==> src/rtl/seg7_scan.sv <==
// seg7_scan: time-multiplexed driver for a bank of common-anode 7-segment
// displays. A packed multi-digit value is captured into a shadow register on
// load_i and copied to the display register only when the digit index wraps,
// so a frame never shows a mix of old and new digits. One digit is scanned per
// slot of SCAN_DIV clocks; the first clock of every slot keeps all anodes off
// to avoid ghosting.
//
// Parameters:
//   NUM_DIGITS  digits scanned (1..8)
//   DIGIT_BITS  bits per digit (3 = octal, 4 = hex)
//   SCAN_DIV    clocks per digit slot (>= 2)
//
// Ports:
//   clk_i    system clock, rising edge
//   rst_i    synchronous active-high reset
//   value_i  packed digits, digit 0 in the LSBs (rightmost display)
//   load_i   capture value_i into the shadow register
//   blank_i  hold all anodes off; scanning continues
//   seg_o    active-low segments {g,f,e,d,c,b,a}
//   an_o     active-low digit enables, at most one low
//   frame_o  one-cycle pulse at the start of each frame after a wrap
//
// Build option:
//   SEG7_LZS_EN  leading-zero suppression: zero digits above the most
//                significant nonzero digit keep their anode off.
//
// All outputs are registered from the current state, so they show the slot
// one cycle after the state registers enter it.

module seg7_scan #(
    parameter int NUM_DIGITS = 4,
    parameter int DIGIT_BITS = 4,
    parameter int SCAN_DIV   = 1000
) (
    input  logic                             clk_i,
    input  logic                             rst_i,
    input  logic [NUM_DIGITS*DIGIT_BITS-1:0] value_i,
    input  logic                             load_i,
    input  logic                             blank_i,
    output logic [6:0]                       seg_o,
    output logic [NUM_DIGITS-1:0]            an_o,
    output logic                             frame_o
);

    localparam int VW = NUM_DIGITS * DIGIT_BITS;
    localparam int CW = (SCAN_DIV > 1) ? $clog2(SCAN_DIV) : 1;
    localparam int IW = (NUM_DIGITS > 1) ? $clog2(NUM_DIGITS) : 1;

    logic [CW-1:0]         cnt_q, cnt_d;
    logic [IW-1:0]         idx_q, idx_d;
    logic [VW-1:0]         shd_q, shd_d;
    logic [VW-1:0]         dsp_q, dsp_d;
    logic                  pending_q, pending_d;
    logic                  wrap_q, wrap_d;
    logic [6:0]            seg_q, seg_d;
    logic [NUM_DIGITS-1:0] an_q, an_d;
    logic                  frame_q, frame_d;

    logic                  cnt_end, idx_end, wrap;
    logic [3:0]            cur_digit;
    logic [NUM_DIGITS-1:0] lit;

    function automatic logic [6:0] glyph(input logic [3:0] d);
        case (d)
            4'h0: glyph = 7'b1000000;
            4'h1: glyph = 7'b1111001;
            4'h2: glyph = 7'b0100100;
            4'h3: glyph = 7'b0110000;
            4'h4: glyph = 7'b0011001;
            4'h5: glyph = 7'b0010010;
            4'h6: glyph = 7'b0000010;
            4'h7: glyph = 7'b1111000;
            4'h8: glyph = 7'b0000000;
            4'h9: glyph = 7'b0010000;
            4'hA: glyph = 7'b0001000;
            4'hB: glyph = 7'b0000011;
            4'hC: glyph = 7'b1000110;
            4'hD: glyph = 7'b0100001;
            4'hE: glyph = 7'b0000110;
            default: glyph = 7'b0001110;
        endcase
    endfunction

    // Which digits may light their anode. Derived from dsp only, so it moves
    // only at commit.
`ifdef SEG7_LZS_EN
    logic seen_nz;
    always_comb begin
        lit     = '0;
        seen_nz = 1'b0;
        // Walk from the top digit down; a digit is shown once any digit at or
        // above it is nonzero. Digit 0 is always shown.
        for (int k = NUM_DIGITS - 1; k >= 1; k--) begin
            if (dsp_q[k*DIGIT_BITS +: DIGIT_BITS] != '0) seen_nz = 1'b1;
            lit[k] = seen_nz;
        end
        lit[0] = 1'b1;
    end
`else
    always_comb begin
        lit = '1;
    end
`endif

    always_comb begin
        cnt_end = (cnt_q == CW'(SCAN_DIV - 1));
        idx_end = (idx_q == IW'(NUM_DIGITS - 1));
        wrap    = cnt_end && idx_end;

        cnt_d = cnt_end ? '0 : cnt_q + 1'b1;
        idx_d = idx_q;
        if (cnt_end) idx_d = idx_end ? '0 : idx_q + 1'b1;

        // The commit uses the pre-edge shadow value; a load on the wrap edge
        // stays pending for the next wrap.
        shd_d     = load_i ? value_i : shd_q;
        dsp_d     = (wrap && pending_q) ? shd_q : dsp_q;
        pending_d = pending_q;
        if (wrap)   pending_d = 1'b0;
        if (load_i) pending_d = 1'b1;
        wrap_d    = wrap;

        cur_digit = '0;
        for (int k = 0; k < NUM_DIGITS; k++) begin
            if (idx_q == IW'(k)) cur_digit = 4'(dsp_q[k*DIGIT_BITS +: DIGIT_BITS]);
        end
        seg_d = glyph(cur_digit);

        // cnt=0 is the anti-ghost gap: every anode off.
        an_d = '1;
        for (int k = 0; k < NUM_DIGITS; k++) begin
            if (idx_q == IW'(k) && cnt_q != '0 && !blank_i && lit[k]) an_d[k] = 1'b0;
        end

        // wrap_q marks the first cycle of a new frame in the state registers;
        // registering it again lines it up with seg/an.
        frame_d = wrap_q;
    end

    always_ff @(posedge clk_i) begin
        if (rst_i) begin
            cnt_q     <= '0;
            idx_q     <= '0;
            shd_q     <= '0;
            dsp_q     <= '0;
            pending_q <= 1'b0;
            wrap_q    <= 1'b0;
            seg_q     <= 7'b1111111;
            an_q      <= '1;
            frame_q   <= 1'b0;
        end else begin
            cnt_q     <= cnt_d;
            idx_q     <= idx_d;
            shd_q     <= shd_d;
            dsp_q     <= dsp_d;
            pending_q <= pending_d;
            wrap_q    <= wrap_d;
            seg_q     <= seg_d;
            an_q      <= an_d;
            frame_q   <= frame_d;
        end
    end

    assign seg_o   = seg_q;
    assign an_o    = an_q;
    assign frame_o = frame_q;

endmodule

==> config.mk <==
export PLATFORM = sky130hd
export DESIGN_NAME = seg7_scan
export DESIGN_NICKNAME = d
export VERILOG_FILES = /design/src/rtl/seg7_scan.sv
export SDC_FILE = /design/constraint.sdc
export NUM_CORES = 1
export LEC_CHECK = 0
export ABC_CLOCK_PERIOD_IN_PS = 2500
export CORE_UTILIZATION = 45
export CTS_BUF_LIST = sky130_fd_sc_hd__clkbuf_4 sky130_fd_sc_hd__clkbuf_8
export DETAILED_ROUTE_END_ITERATION = 10
export PLACE_DENSITY_LB_ADDON = 0.1
export SLEW_MARGIN = 10
export SYNTH_ARGS = -nofsm -noshare
export SYNTH_HDL_FRONTEND = slang
export SYNTH_SLANG_ARGS = --single-unit
==> constraint.sdc <==
create_clock -name clk_i -period 2.5 [get_ports clk_i]
set_input_delay 0.25 -clock clk_i [delete_from_list [all_inputs] [get_ports clk_i]]
set_output_delay 0.25 -clock clk_i [all_outputs]
set_load 0.03 [all_outputs]
# After elaboration in Yosys (flattened, before gate mapping)
# Memory sizes are Yosys's and may differ from the RTL's. A register that Yosys moved wholly into a read port is not among the register bits.
# Index checks and enable logic that the tools add are counted.
dict set report word_totals {
  latchBits 0
  rom_bits 112
  memories 1
  out_inout_bits 12
  word_cells 41
  ff_bits 51
  in_bits 20
  ram_bits 0
}
# memory words word_bits rd rd_ports_with_merged_regs write_ports line_no
set mem_list {}
lappend mem_list {{(name not given)} 16 7 1 1 0 64} ;# case (d)
dict set report op_classes {
  n_addsub 2
  multipliers 0
  muxes 11
  n_bitwise 0
  n_div 0
  n_lt_le_gt_ge 0
  reduce_logical 15
  shift 0
  eq_ne 4
}
# op count
set op_table {}
lappend op_table {{$mux 4} 4}
lappend op_table {{$add 10x1->10 const B} 1}
lappend op_table {{$eq 10x10->1 const B} 1}
lappend op_table {{$logic_and 1x1->1} 10}
lappend op_table {{$reduce_bool 10->1} 1}
lappend op_table {{$mux 1} 6}
lappend op_table {{$eq 2x2->1 const B} 2}
lappend op_table {{$add 2x1->2 const B} 1}
lappend op_table {{$eq 2x1->1 const B} 1}
lappend op_table {{$logic_not 2->1} 1}
lappend op_table {{$mux 2} 1}
lappend op_table {{$reduce_bool 2->1} 1}
lappend op_table {{$reduce_or 2->1} 1}
lappend op_table {{$logic_not 1->1} 1}

# Logic depth before layout (Yosys ltp)
dict set report logic_depth {
  ltp_word 5
  ltp_mapped 11
  ltp_nobuf 10
}

# Least setup slack after synthesis
# OpenSTA, ideal clock, no wires.
dict set report synth_timing {
  path_type {reg-to-reg}
  from {register idx_q[0]}
  to {register seg_q[3] (netlist: seg_o[3])}
  required_time_ns 2.386
  arrival_ns 2.199
  synth_period_minus_slack_ns 2.313
  stages_incl_launch_ff 11
  setup_slack_ns 0.187
  path_buffers 2
  setup_time_ns 0.114
  cell_sequence {dfxtp_1 -> ha_1 -> buf_4 -> buf_4 -> nor2b_1 -> a211oi_1 -> inv_1 -> ha_1 -> nor2_1 -> a211o_1 -> a21o_1}
}
dict set report synth_between {
  elab_chain_cells 5
  elab_cells_between_ends 8
  classes_between {eq/ne: 3; mux: 4; reduce/logical: 1}
}
# item line_no
set synth_lines {}
lappend synth_lines {{start, declared} 50} ;# logic [IW-1:0] idx_q, idx_d;
lappend synth_lines {{start signal, assigned} 153} ;# idx_q <= idx_d;
lappend synth_lines {{$logic_not 2->1} 125} ;# if (idx_q == IW'(k)) cur_digit = 4'(dsp_q[k*DIGIT_BITS +: DIGIT_BITS]);
lappend synth_lines {{$mux 4 (3 in a row)} 125}
lappend synth_lines {{$mux 4 (*)} 125}
lappend synth_lines {{end, declared} 55} ;# logic [6:0] seg_q, seg_d;
# Every way passes the cells marked *; elsewhere a longest branch is shown, timed or not.
# A chain may end at the register's enable or synchronous reset.

# Worst setup path after layout
dict set report layout_timing {
  from {register idx_q[1]}
  to {register seg_q[3] (netlist: seg_o[3])}
}
# Same word-level chain as after synthesis.

==> summary.md <==
| Metric | Value |
|---|---|
| # nets final | 341 |
| Synth Area in Simple Gates | 0.207 |
| TritonCTS Buffers | 9 |
| Die width | 77.0 um |
| Clk sink count | 58 |
| EDFF count, synth | 0 |
| Share of cells above drive strength 1 | 0.111 |
| Overflow after GRT | 0 |
| Cell mode on critical path | ha_1 |
| CP Capture Type | flip-flop |
| Buffers & Inverters on Critical Path | 2 |
| HPWL after DPL | 3.13 mm |
| Vias in the first global route | 1723 |
| FF-to-FF End | seg_o[3] |
| Syn. warnings | 0 |
| Largest family of logic cells by synthesized area | simple AND/OR/NAND/NOR gates |
| Global placer's final weighted congestion | 0.807 |
| Hold_ws | 0.434 ns |
| Max cap viols | 0 |
| Clock-pin slew on the worst setup and hold paths | 0.06 ns |
| Most frequent cells in the layout | 58 x dfxtp_1, 41 x nor2_1, 40 x nand2_1 |
| CP top delay family | compound AO/OA/AOI/OAI gates |
| WL final | 4.50 mm |
| Die area | 5930 sq um |
| # fillers | 507 |
| Worst hold path type | reg -> reg |
| Slowest cell delay on critical path | 0.36 ns |
| Worst-path cell chain | inv_1, ha_1, and3b_1, a2111oi_2, a221oi_2, inv_2, ha_1, nor2_1, a211o_1, a21o_1 |
| Pwr per Cell Area | 641 nW/um^2 |
| Clock group share of total power | 0.450 |
| Maximum fanout along the worst path | 9 |
| Sw Ratio | 0.209 |
| Slew at the pin closest to its max-slew limit | 0.558 ns |
| I/O pin cnt | 32 |
| XOR/XNOR Fraction of Synth Area | 0.0277 |
| CTS tree | yes |
| Max Clk Rate | 0.425 GHz |
| Critical path origin | idx_q[1] |
| H-tree depth | 3 |
| CP endpoint | seg_o[3] |
| Sequential share of power | 0.488 |
| Reg-to-reg startpoint | idx_q[1] |
| Diodes inserted | 0 |
| Levels on crit path | 10 |
| CP Launch Type | flip-flop |
| Outcome | finished, final reports clean |
| Synth Instances | 274 |
| Starting Density | 0.481 |
| Area Overhead vs Synth | 21.6% |
| Maximum number of pins on one net before global-route repair | 25 |
| Fraction of registers with async set/reset | 0 |
| # setup viols final | 0 |
| Total track usage | 0.170 |
| Synth area leader | dfxtp_1 |
| Initial antenna violation count | 0 |
| Via density | 4.93 |
| Lkg Pwr | 1.23 nW |
| Maximum vdd drop | 0.000467 V |
| Seq/Total Area, Yosys | 0.458 |
| WL per Instance | 11.7 um |
| WP data required | 2.73 ns |
| Site Rows | 26 |
| Core area | 5270 sq um |
| Final Critical Period | 2.35 ns |
| Root Driver | clkbuf_8 |
| Compound-gate portion of the synthesized area | 0.112 |
| Pre-CTS setup slack | 0.126 ns |
| Final period util | 0.941 |
| Top_reg_cell synth | dfxtp_1 |
| Synth area leaders | dfxtp_1 46%, mux2i_1 7.1%, nor2_1 6.1% |
| Slew headroom | 0.626 |
| Slowest stage cell, crit path | a221oi_2 |
| Synth Register Bits | 58 |
| Synth top area share | 0.458 |
| Count of cell types in the netlist | 45 |
| R2R Setup Slk | 0.15 ns |
| Arr. time, crit path | 2.58 ns |
| Critical path class | reg -> reg |
| Fin. max-slew vios | 0 |
| DRC Markers | 0 |
| Commonest non-fill, non-tap cell in the layout | dfxtp_1 |
| CTS Hold Bufs | 0 |
| Syn Std Cell Area | 2530 sq um |
| Reg2reg path depth | 10 |
| Final Hold Vio Count | 0 |
| Clk_lat worst skew | 0.34 ns |
| Drt initial violations | 30 |
| First-pass GRT wire length | 7.83 mm |
| Switching pwr | 0.000412 W |
| Worst Clk Skew | 0.00535 ns |
| Clock buffer depth | 2 |
| First-pass detailed-route iteration total | 4 |
| Total vias in the final route | 1895 |
| Power Internal | 0.00156 W |
| Worst setup margin | 0.146 ns |
| Post-synthesis net count | 306 |
| Adder-cell area share of the yosys netlist | 0.0593 |
| Syn avg cell area | 9.25 sq um |
| Comb pwr share | 0.061 |
| Die Y | 77.0 um |
| Mux cell area share after synthesis | 0.0711 |
| DRT antenna net count | 0 |
| PortBufs | 31 |
-- layer usage --
metal,vias up,GRT usage,wire [um]
met2,36,0.258,2080
met4,0,0.0849,77
li1,991,-,-
met5,-,0,0
met1,861,0.208,2130
met3,7,0.0690,223
-- what timing repair did --
item | in CTS | in global routing
endpoints found under the setup margin | 0 | 5
resized for setup | 0 | 4
buffers inserted | 0 | 1
-- kinds of logic after synthesis --
family	after synthesis
multiplexers	18
adder cells (fa/ha/maj)	12
AO/OA/AOI/OAI	42
AND/OR/NAND/NOR	112
buffers and inverters	24
flip-flops	58
XOR/XNOR	8
-- through the flow --
| step | cells | power, W | setup TNS [ns] | instance area [sq um] | util |
|---|---|---|---|---|---|
| 2_1_floorplan | 274 | 0.00106 | 0 | 2530 | - |
| 3_3_place_gp | 367 | 0.00111 | 0 | 2860 | 0.542 |
| 3_5_place_dp | 367 | 0.00111 | 0 | 2860 | 0.542 |
| 4_1_cts | 383 | 0.00201 | 0 | 3060 | 0.581 |
| 5_1_grt | 384 | 0.00206 | -0.0214 | 3080 | 0.585 |
| 6_report | 384 | 0.00198 | 0 | 3080 | 0.585 |
-- power groups by stage --
stage	logic, W	registers [W]	clock network [W]
CTS	0.000123	0.000965	0.000920
detailed placement	0.000123	0.000985	0
global route	0.000133	0.000968	0.000959
global placement	0.000122	0.000985	0
finish	0.000121	0.000965	0.000889
floorplan	0.0000609	0.000995	0
-- registers in the layout (all words and copies together) (netlist names) --
signal     flops
shd_q         16
an_o           4
pending_q      1
frame_o        1
frame_d        1
seg_o          7
idx_q          2
dsp_q         16
cnt_q         10
-- area by class of cell --
cell class / count / area, sq um / area share
timing repair buffer: 39 / 370 / 0.120
multi-input combinational: 192 / 1220 / 0.396
tap: 70 / 87.6 / 0.0284
sequential: 58 / 1160 / 0.377
clock buffer: 14 / 174 / 0.0565
inverter: 9 / 33.8 / 0.0110
clock inverter: 2 / 35.0 / 0.0114
-- worst min path at each step --
stage / cells after the start / endpoint / slack [ns] / start
floorplan: 2 / an_o[3] / 0.39 / blank_i
global placement: 1 / frame_o / 0.43 / frame_d
detailed placement: 1 / frame_o / 0.42 / frame_d
CTS: 1 / frame_o / 0.44 / frame_d
global route: 1 / frame_o / 0.47 / frame_d
finish: 1 / frame_o / 0.43 / frame_d
-- Yosys cell counts (4+ instances only) --
| cell | count |
|---|---|
| dfxtp_1 | 58 |
| nor2_1 | 41 |
| nand2_1 | 40 |
| a21oi_1 | 20 |
| mux2i_1 | 18 |
| ha_1 | 12 |
| inv_1 | 9 |
| nand3_1 | 6 |
| xnor2_1 | 6 |
| and3_1 | 5 |
| a211oi_1 | 4 |
| clkbuf_1 | 4 |
| nor2b_1 | 4 |
(Power assumes the default switching activity.)
